===== src/rtl/seq_det_pkg.sv =====
// Shared types and helpers for the 1011 detector hit framer.
// Holds the output FSM state encoding and a saturating incrementer.
package seq_det_pkg;

    typedef enum logic {
        EMPTY = 1'b0,
        HOLD  = 1'b1
    } out_state_t;

    // Increment v, clamping at the all-ones value of a w-bit field.
    function automatic logic [31:0] sat_inc(
        input logic [31:0] v,
        input int          w
    );
        logic [31:0] maxv;
        maxv = (w >= 32) ? 32'hFFFF_FFFF : ((32'd1 << w) - 32'd1);
        return (v >= maxv) ? maxv : v + 32'd1;
    endfunction

endpackage


===== src/rtl/seq_frame_accum.sv =====
// Frame position counter and per-frame match accumulator.
// First-match tracking exists only when SEQ_HIT_FIRST_EN is defined.
module seq_frame_accum
    import seq_det_pkg::*;
#(
    parameter int FRAME_LEN = 64,
    parameter int CNT_W     = 8,
    parameter int PW        = $clog2(FRAME_LEN)
) (
    input  logic             clk,
    input  logic             rst,
    input  logic             bit_en,
    input  logic             hit,
    output logic             frame_close,
    output logic [CNT_W-1:0] res_cnt,
    output logic [PW-1:0]    res_first
);

    localparam logic [PW-1:0] LAST = PW'(FRAME_LEN - 1);

    logic [PW-1:0]    pos;
    logic [CNT_W-1:0] acc_cnt;
    logic             take;

    assign take        = bit_en & hit;
    assign frame_close = bit_en && (pos == LAST);

    // The closing cycle's own hit is folded into the frame result.
    assign res_cnt = take ? CNT_W'(sat_inc(32'(acc_cnt), CNT_W)) : acc_cnt;

    // Position advances per consumed bit and wraps at the frame end.
    always_ff @(posedge clk) begin
        if (rst) begin
            pos <= '0;
        end else if (bit_en) begin
            pos <= frame_close ? '0 : pos + 1'b1;
        end
    end

    // Match count accumulates within a frame and clears at frame close.
    always_ff @(posedge clk) begin
        if (rst) begin
            acc_cnt <= '0;
        end else if (frame_close) begin
            acc_cnt <= '0;
        end else if (take) begin
            acc_cnt <= res_cnt;
        end
    end

`ifdef SEQ_HIT_FIRST_EN
    logic [PW-1:0] acc_first;
    logic          seen;

    assign res_first = seen ? acc_first : (take ? pos : '0);

    // Capture the position of the first hit of the frame.
    always_ff @(posedge clk) begin
        if (rst) begin
            acc_first <= '0;
            seen      <= 1'b0;
        end else if (frame_close) begin
            acc_first <= '0;
            seen      <= 1'b0;
        end else if (take && !seen) begin
            acc_first <= pos;
            seen      <= 1'b1;
        end
    end
`else
    assign res_first = '0;
`endif

endmodule


===== src/rtl/seq_hit_framer.sv =====
// Frames the 1011 detector strobe and hands one result per frame downstream.
// Define SEQ_HIT_FIRST_EN to report the first-match position on out_first.
module seq_hit_framer
    import seq_det_pkg::*;
#(
    parameter int FRAME_LEN = 64,
    parameter int CNT_W     = 8,
    parameter int PW        = $clog2(FRAME_LEN)
) (
    input  logic             clk,
    input  logic             rst,
    input  logic             bit_en,
    input  logic             hit,
    output logic             out_valid,
    input  logic             out_ready,
    output logic [CNT_W-1:0] out_count,
    output logic [PW-1:0]    out_first,
    output logic             out_dropped
);

    out_state_t       state;
    out_state_t       state_nx;
    logic             frame_close;
    logic [CNT_W-1:0] res_cnt;
    logic [PW-1:0]    res_first;
    logic             load;
    logic             drop;
    logic             drop_pend;

    seq_frame_accum #(
        .FRAME_LEN(FRAME_LEN),
        .CNT_W    (CNT_W),
        .PW       (PW)
    ) u_accum (
        .clk        (clk),
        .rst        (rst),
        .bit_en     (bit_en),
        .hit        (hit),
        .frame_close(frame_close),
        .res_cnt    (res_cnt),
        .res_first  (res_first)
    );

    // Output FSM state register.
    always_ff @(posedge clk) begin
        if (rst) begin
            state <= EMPTY;
        end else begin
            state <= state_nx;
        end
    end

    // Stay in HOLD while a result is pending or refilled on the same edge.
    always_comb begin
        state_nx = state;
        unique case (state)
            EMPTY: if (frame_close) state_nx = HOLD;
            HOLD:  if (out_ready && !frame_close) state_nx = EMPTY;
            default: state_nx = EMPTY;
        endcase
    end

    // A closing frame loads if the slot is free or being drained, else drops.
    always_comb begin
        load = 1'b0;
        drop = 1'b0;
        unique case (state)
            EMPTY: load = frame_close;
            HOLD: begin
                load = frame_close & out_ready;
                drop = frame_close & ~out_ready;
            end
            default: ;
        endcase
    end

    assign out_valid = (state == HOLD);

    // Result registers only change on a load, so they hold under backpressure.
    always_ff @(posedge clk) begin
        if (rst) begin
            out_count   <= '0;
            out_first   <= '0;
            out_dropped <= 1'b0;
        end else if (load) begin
            out_count   <= res_cnt;
            out_first   <= res_first;
            out_dropped <= drop_pend;
        end
    end

    // Remember a discarded frame until the next result carries the flag.
    always_ff @(posedge clk) begin
        if (rst) begin
            drop_pend <= 1'b0;
        end else if (load) begin
            drop_pend <= 1'b0;
        end else if (drop) begin
            drop_pend <= 1'b1;
        end
    end

endmodule


===== config.mk =====
export PLATFORM = sky130hd
export DESIGN_NAME = seq_hit_framer
export DESIGN_NICKNAME = d
export VERILOG_FILES = /design/src/rtl/seq_det_pkg.sv /design/src/rtl/seq_frame_accum.sv /design/src/rtl/seq_hit_framer.sv
export SDC_FILE = /design/constraint.sdc
export NUM_CORES = 1
export LEC_CHECK = 0
export CAP_MARGIN = 15
export CORE_MARGIN = 3
export CORE_UTILIZATION = 58
export CTS_CLUSTER_DIAMETER = 30
export DETAILED_ROUTE_END_ITERATION = 16
export PLACE_DENSITY_LB_ADDON = 0.05
export SLEW_MARGIN = 10
export SYNTH_ARGS = -nofsm -noshare
export SYNTH_HDL_FRONTEND = slang
export SYNTH_HIERARCHICAL = 1
export SYNTH_SLANG_ARGS = --single-unit

===== constraint.sdc =====
create_clock -name clk -period 4.7 [get_ports clk]
set_clock_uncertainty 0.15 [all_clocks]
set_input_delay 0.705 -clock clk [delete_from_list [all_inputs] [get_ports clk]]
set_output_delay 0.705 -clock clk [all_outputs]
set_load 0.1 [all_outputs]

==> impl_metrics.toml, run 1 <==
[synth]
synth_cell_type_count = 37
ys_warn_count = 6
syn_inst = 163
async_flop_share_pct = 0
ys_seq_elements = 31
synth-main-ff-cell = "dfxtp_1"
yosysSeqAreaShare_pct = 40.1
synth_edf_count = 0
avgSynthCellArea_sq_um = 9.49
netlist_area_sq_um = 1550

[hold_path]
hold_path.class = "reg2reg"
hold_path_depth = 2
min_from = "out_count[4]"
whs_endpoint = "out_count[4]"

[setup_path]
slowest_delay_ps = 820
r2r-start = "u_accum/pos[0]"
ff2ff_path_depth = 5
cp.arrival_ps = 2950
path_cells = "clkdlybuf4s50_1, nand3_1, nor2_1, nor2b_2, mux2i_1"
cp_max_fo = 15
cp_top_family = "simple AND/OR/NAND/NOR gates"
end_kind = "register"
startpoint = "bit_en"
cp.buffers_inverters = 1
crit_required_ps = 4810
critical_path_class = "in2reg"
worstSetupStartpointType = "input port"
reg2reg_setup_slack_ps = 2460
r2r-end = "out_count[4]"
slowest_stage = "nor2b_2"

[global_routing]
track_usage_pct = 18.2
overflow = 0
antenna_found_initial = 0
busiest_layer = "met2"
grt_max_degree = 37
grtUsageMet1_pct = 21.1
grt_pass1_wl_mm = 4.72
gr-usage-met2_pct = 30.6
grt_pass1_vias = 1173
grt_util_met3_pct = 5.35

[cells_and_area]
antenna_cells = 0
drive_above_1_share_pct = 8.20
final_nets = 189
final_util_pct = 70.9
post-route-cell-area_sq_um = 1770
synthToLayoutAreaGrowth_pct = 14.6

[route]
vias = 1166
drtIter0Drc = 56
wl_per_cell_um = 12.5
vias_per_cell = 5.47
routed_wl_mm = 2.66
firstDrtPassIters = 4
drc_errors = 0
ant_nets = 0

[floorplan]
coreArea_sq_um = 2500
die_w_um = 57.6
die_h_um = 57.6
rows = 18
io-pin-count = 21
die_area_sq_um = 3320
start_util_pct = 61.9

[sta]
post-route-period-util_pct = 60.4
finalHoldViolations = 0
timing.setup.tns_ps = 0
maxSlewHeadroom_pct = 32.2
rsz0062_at_grt = "no"
final_max_slew_viol_count = 0
setup_viol = 0
fmax_mhz = 352
layout_setup_ws_ps = 1860
worst_pin_slew_ps = 1020
finalCriticalPeriod_ps = 2840

[placed_design]
dp_slack_ps = 1500
io_buffers = 20
dpl.hpwl_mm = 1.87
routabilityCongestion = 0.724
place_area_sq_um = 1700

[cts]
cts.sink_count = 31
numCtsBuffers = 5
ctsResizeCount = 0
clk_pin_slew_ps = 90
clock_latency_ps = 330
cts_tree = "done"
root_buffer = "clkbuf_4"
hold_buffers = 0
clockBufferDepth = 2
post_cts_buffers = 0
cts.htree.levels = 2

[power]
peakVddDrop_uv = 226
power_density_nw_per_um2 = 267
cellLeakagePower_uw = 0.000618

[job]
maxCapViolCount = 0

[run_status]
status = "finished clean"
power by group:
group / internal, uW / switching, uW / leakage (uW) / total, uW
clock: 87.9 / 88.9 / 0.0000386 / 177
sequential: 266 / 2.67 / 0.000250 / 268
combinational: 13.0 / 14.2 / 0.000329 / 27.2
worst register-to-register path, delay by kind of cell (launching register included):
family	cells	cell delay [ps]
fa+ha+maj	1	210
flops	1	390
simple gates	3	1160
mux	1	270
through the flow:
step	hold WS (ps)	instances	total power [uW]
finish	328	213	472
global route	345	213	493
CTS	335	213	479
detailed placement	312	205	302
global placement	308	205	300
floorplan	301	168	297
cells in the final DEF, fill, tap and decap left out, drive strengths merged:
| cell type | n |
|---|---|
| dfxtp | 31 |
| nand2b | 30 |
| clkdlybuf4s50 | 20 |
| mux2i | 17 |
| nor2 | 10 |
| a21oi | 8 |
| clkbuf | 8 |
| nand2 | 6 |
| conb | 6 |
| nand3 | 5 |
| a31oi | 5 |
| xor2 | 4 |
| nand4 | 4 |
| a211oi | 4 |
| and2 | 3 |
| and3 | 3 |
| and4 | 3 |
| nor2b | 3 |
| inv | 2 |
| or3 | 2 |
| o21ai | 2 |
| ha | 2 |
| a311oi | 2 |
| a41oi | 1 |
| o21bai | 1 |
| xnor2 | 1 |
registers in the layout, summed over array words and instances (netlist names):
signal	cells
u_accum/acc_cnt	8
u_accum/pos	6
out_dropped	1
drop_pend	1
out_count	8
out_first	6
out_valid	1
cell type report:
class	count	area, sq um
Multi-Input combinational cell	122	837
Fill cell	195	728
Sequential cell	31	621
Timing Repair Buffer	20	200
Clock buffer	8	68.8
Tap cell	30	37.5
Inverter	2	7.51
logic make-up after synthesis:
kind of cell / after synthesis / synth area share, %
AOI/OAI and AO/OA: 23 / 10.5
muxes: 17 / 11.0
DFF: 31 / 40.1
xor gates and xnor gates: 5 / 2.83
buffers and inverters: 15 / 6.96
and+or+nand+nor: 69 / 26.7
adders and majority gates: 2 / 1.62
other: 1 / 0.242
routing by layer:
metal  up-vias  routed length (um)
met2        22                1280
met1       540                1220
met5         -                   0
met4         0                  46
met3         5                 103
li1        599                   -
synthesized netlist by cell type (all sizes together) (2+ instances only):
library cell  count  area share [%]
nor2             10             2.4
o21ai             2            0.65
xor2              4             2.3
nand2b           30              12
or3               2            0.81
and4              3             1.9
nor2b             3             1.9
and2              3             1.2
a311oi            2             1.5
clkbuf            3            0.73
mux2i            17              11
a21oi             8             2.6
a31oi             5             2.4
and3              3             1.3
nand4             4             2.0
nand2             6             1.5
inv               2            0.49
a211oi            4             2.3
dfxtp            31              40
buf              10             5.7
ha                2             1.6
nand3             5             1.6
worst max-delay path by stage:
stage / end / slack, ps / cells after the start
floorplan: out_count[2] / 2770 / 5
finish: out_count[4] / 1860 / 5
global route: out_count[2] / 1600 / 5
detailed placement: out_count[0] / 1500 / 5
CTS: out_count[4] / 1860 / 5
global placement: out_count[0] / 1600 / 5
Note: power is estimated with default switching activity, not from simulation.
==> run 2, diff against run 1 <==
CORE_UTILIZATION = 49   (was 58)
clock period = 2.45 ns   (was 4.7 ns; I/O delays follow)
==> run 2 against run 1 <==
Critical path depth is 1 higher; sequential power grew 92%; critical endpoint is now out_count[2]; final cell count is 8.0% higher; clock-buffer cell count fell by 2; highest routed layer unchanged; sequential share of layout area down 0.82 points; via count up 1.0%; hold slack got worse by 5.0 ps; final area up 2.4%; flip-flop and latch count unchanged; global-route usage shrank 3.5 points; worst setup slack got worse by 1300 ps; core utilization fell by 7.8 points.
==> impl_metrics.toml, run 2 (synthesis gave the netlist of run 1 again) <==
[power]
cellLeakagePower_uw = 0.000688
p_clk_share_pct = 42.2
power_frac_seq_pct = 52.0
switchingPower_uw = 209
peakVddDrop_uv = 390
swShare_pct = 21.2
combPwrFrac_pct = 5.7
power_density_nw_per_um2 = 545
internal_power_uw = 779

[cts]
cts.sink_count = 31
root_buffer = "clkbuf_4"
cts_tree = "done"
ctsResizeCount = 0
clk_pin_slew_ps = 100
hold_buffers = 0
clock_latency_ps = 320
cts.htree.levels = 2
numCtsBuffers = 5
clockBufferDepth = 2
post_cts_buffers = 0

[sta]
final_max_slew_viol_count = 0
rsz0062_at_grt = "no"
fmax_mhz = 520
finalCriticalPeriod_ps = 1920
post-route-period-util_pct = 78.5
layout_setup_ws_ps = 527
finalHoldViolations = 0
timing.setup.tns_ps = 0
setup_viol = 0

[route]
ant_nets = 0
vias_per_cell = 5.12
wl_per_cell_um = 11.7
drc_errors = 0
vias = 1178
firstDrtPassIters = 4
routed_wl_mm = 2.69
drtIter0Drc = 41

[cells_and_area]
drive_above_1_share_pct = 19.7
final_common_cell = "dfxtp_1"
final_nets = 194
antenna_cells = 0
reg_top3 = "out_count: 8 flops, u_accum/acc_cnt: 8 flops"
layout_common_cells = "dfxtp_1 (31), nand2b_1 (30), buf_4 (20)"
synthToLayoutAreaGrowth_pct = 17.3
fillCellCount = 250

[global_routing]
grt_pass1_wl_mm = 4.62
overflow = 0
track_usage_pct = 14.7
grt_max_degree = 19
antenna_found_initial = 0
grt_pass1_vias = 1069

[job]
maxCapViolCount = 0

[floorplan]
io-pin-count = 21
die_area_sq_um = 3870
start_util_pct = 53.8
rows = 19
die_h_um = 62.2
coreArea_sq_um = 2880
die_w_um = 62.2

[hold_path]
hold_path.class = "reg2reg"

[setup_path]
cp.arrival_ps = 2030
cp_max_fo = 12
end_kind = "register"
worstSetupStartpointType = "register"
critical_path_class = "reg2reg"
crit_required_ps = 2550

[placed_design]
routabilityCongestion = 0.743
dp_slack_ps = 286
io_buffers = 20
dpl.hpwl_mm = 1.94

[run_status]
status = "finished clean"
-- run 2: critical path, stage by stage, from the launching register on --
cell and delay (ps):
dfxtp_1 380, ha_1 210, nand3_1 120, nor2_1 230, nor2b_2 370, buf_12 200, mux2i_1 200
-- run 2: power by group through the flow --
stage          combinational [uW]  clock, uW  sequential [uW]
2_1_floorplan                44.7          0              525
3_3_place_gp                 55.1          0              526
3_5_place_dp                 56.4          0              526
4_1_cts                      56.6        427              515
5_1_grt                      63.9        447              516
6_report                     56.6        418              514
-- run 2: path summary, 6_finish.rpt --
kind                                     start            to  slack (ps)  cells after the start
worst min register to register    out_first[5]  out_first[5]         320                      2
worst max-delay path            u_accum/pos[0]  out_count[2]         530                      6
worst min-delay path              out_first[5]  out_first[5]         320                      2
worst max register to register  u_accum/pos[0]  out_count[2]         530                      6
-- run 2: cell type report --
cell class	instances	area, sq um	area share (%)
sequential	31	621	34.2
multi-input combinational	122	837	46.1
tap	42	52.6	2.90
clock inverter	2	35.0	1.93
timing repair buffer	25	210	11.6
inverter	2	7.51	0.414
clock buffer	6	51.3	2.83
-- run 2: metal layers --
metal	track usage [%]	vias to the layer above	wire, um	share of wire, %
li1	-	600	-	-
met1	17.0	550	1230	46
met2	23.9	22	1310	49
met3	4.32	6	116	4.3
met4	9.12	0	33	1.2
met5	0	-	0	0
-- run 2: stage by stage --
step           power, uW  util, %  std cells  hold WS, ps  cell area (sq um)
6_report             989     63.1        230          323               1810
5_1_grt             1030     63.1        230          356               1810
4_1_cts              999     63.1        230          330               1810
3_5_place_dp         583     60.1        222          315               1730
3_3_place_gp         581     60.1        222          309               1730
2_1_floorplan        570        -        168          290               1570
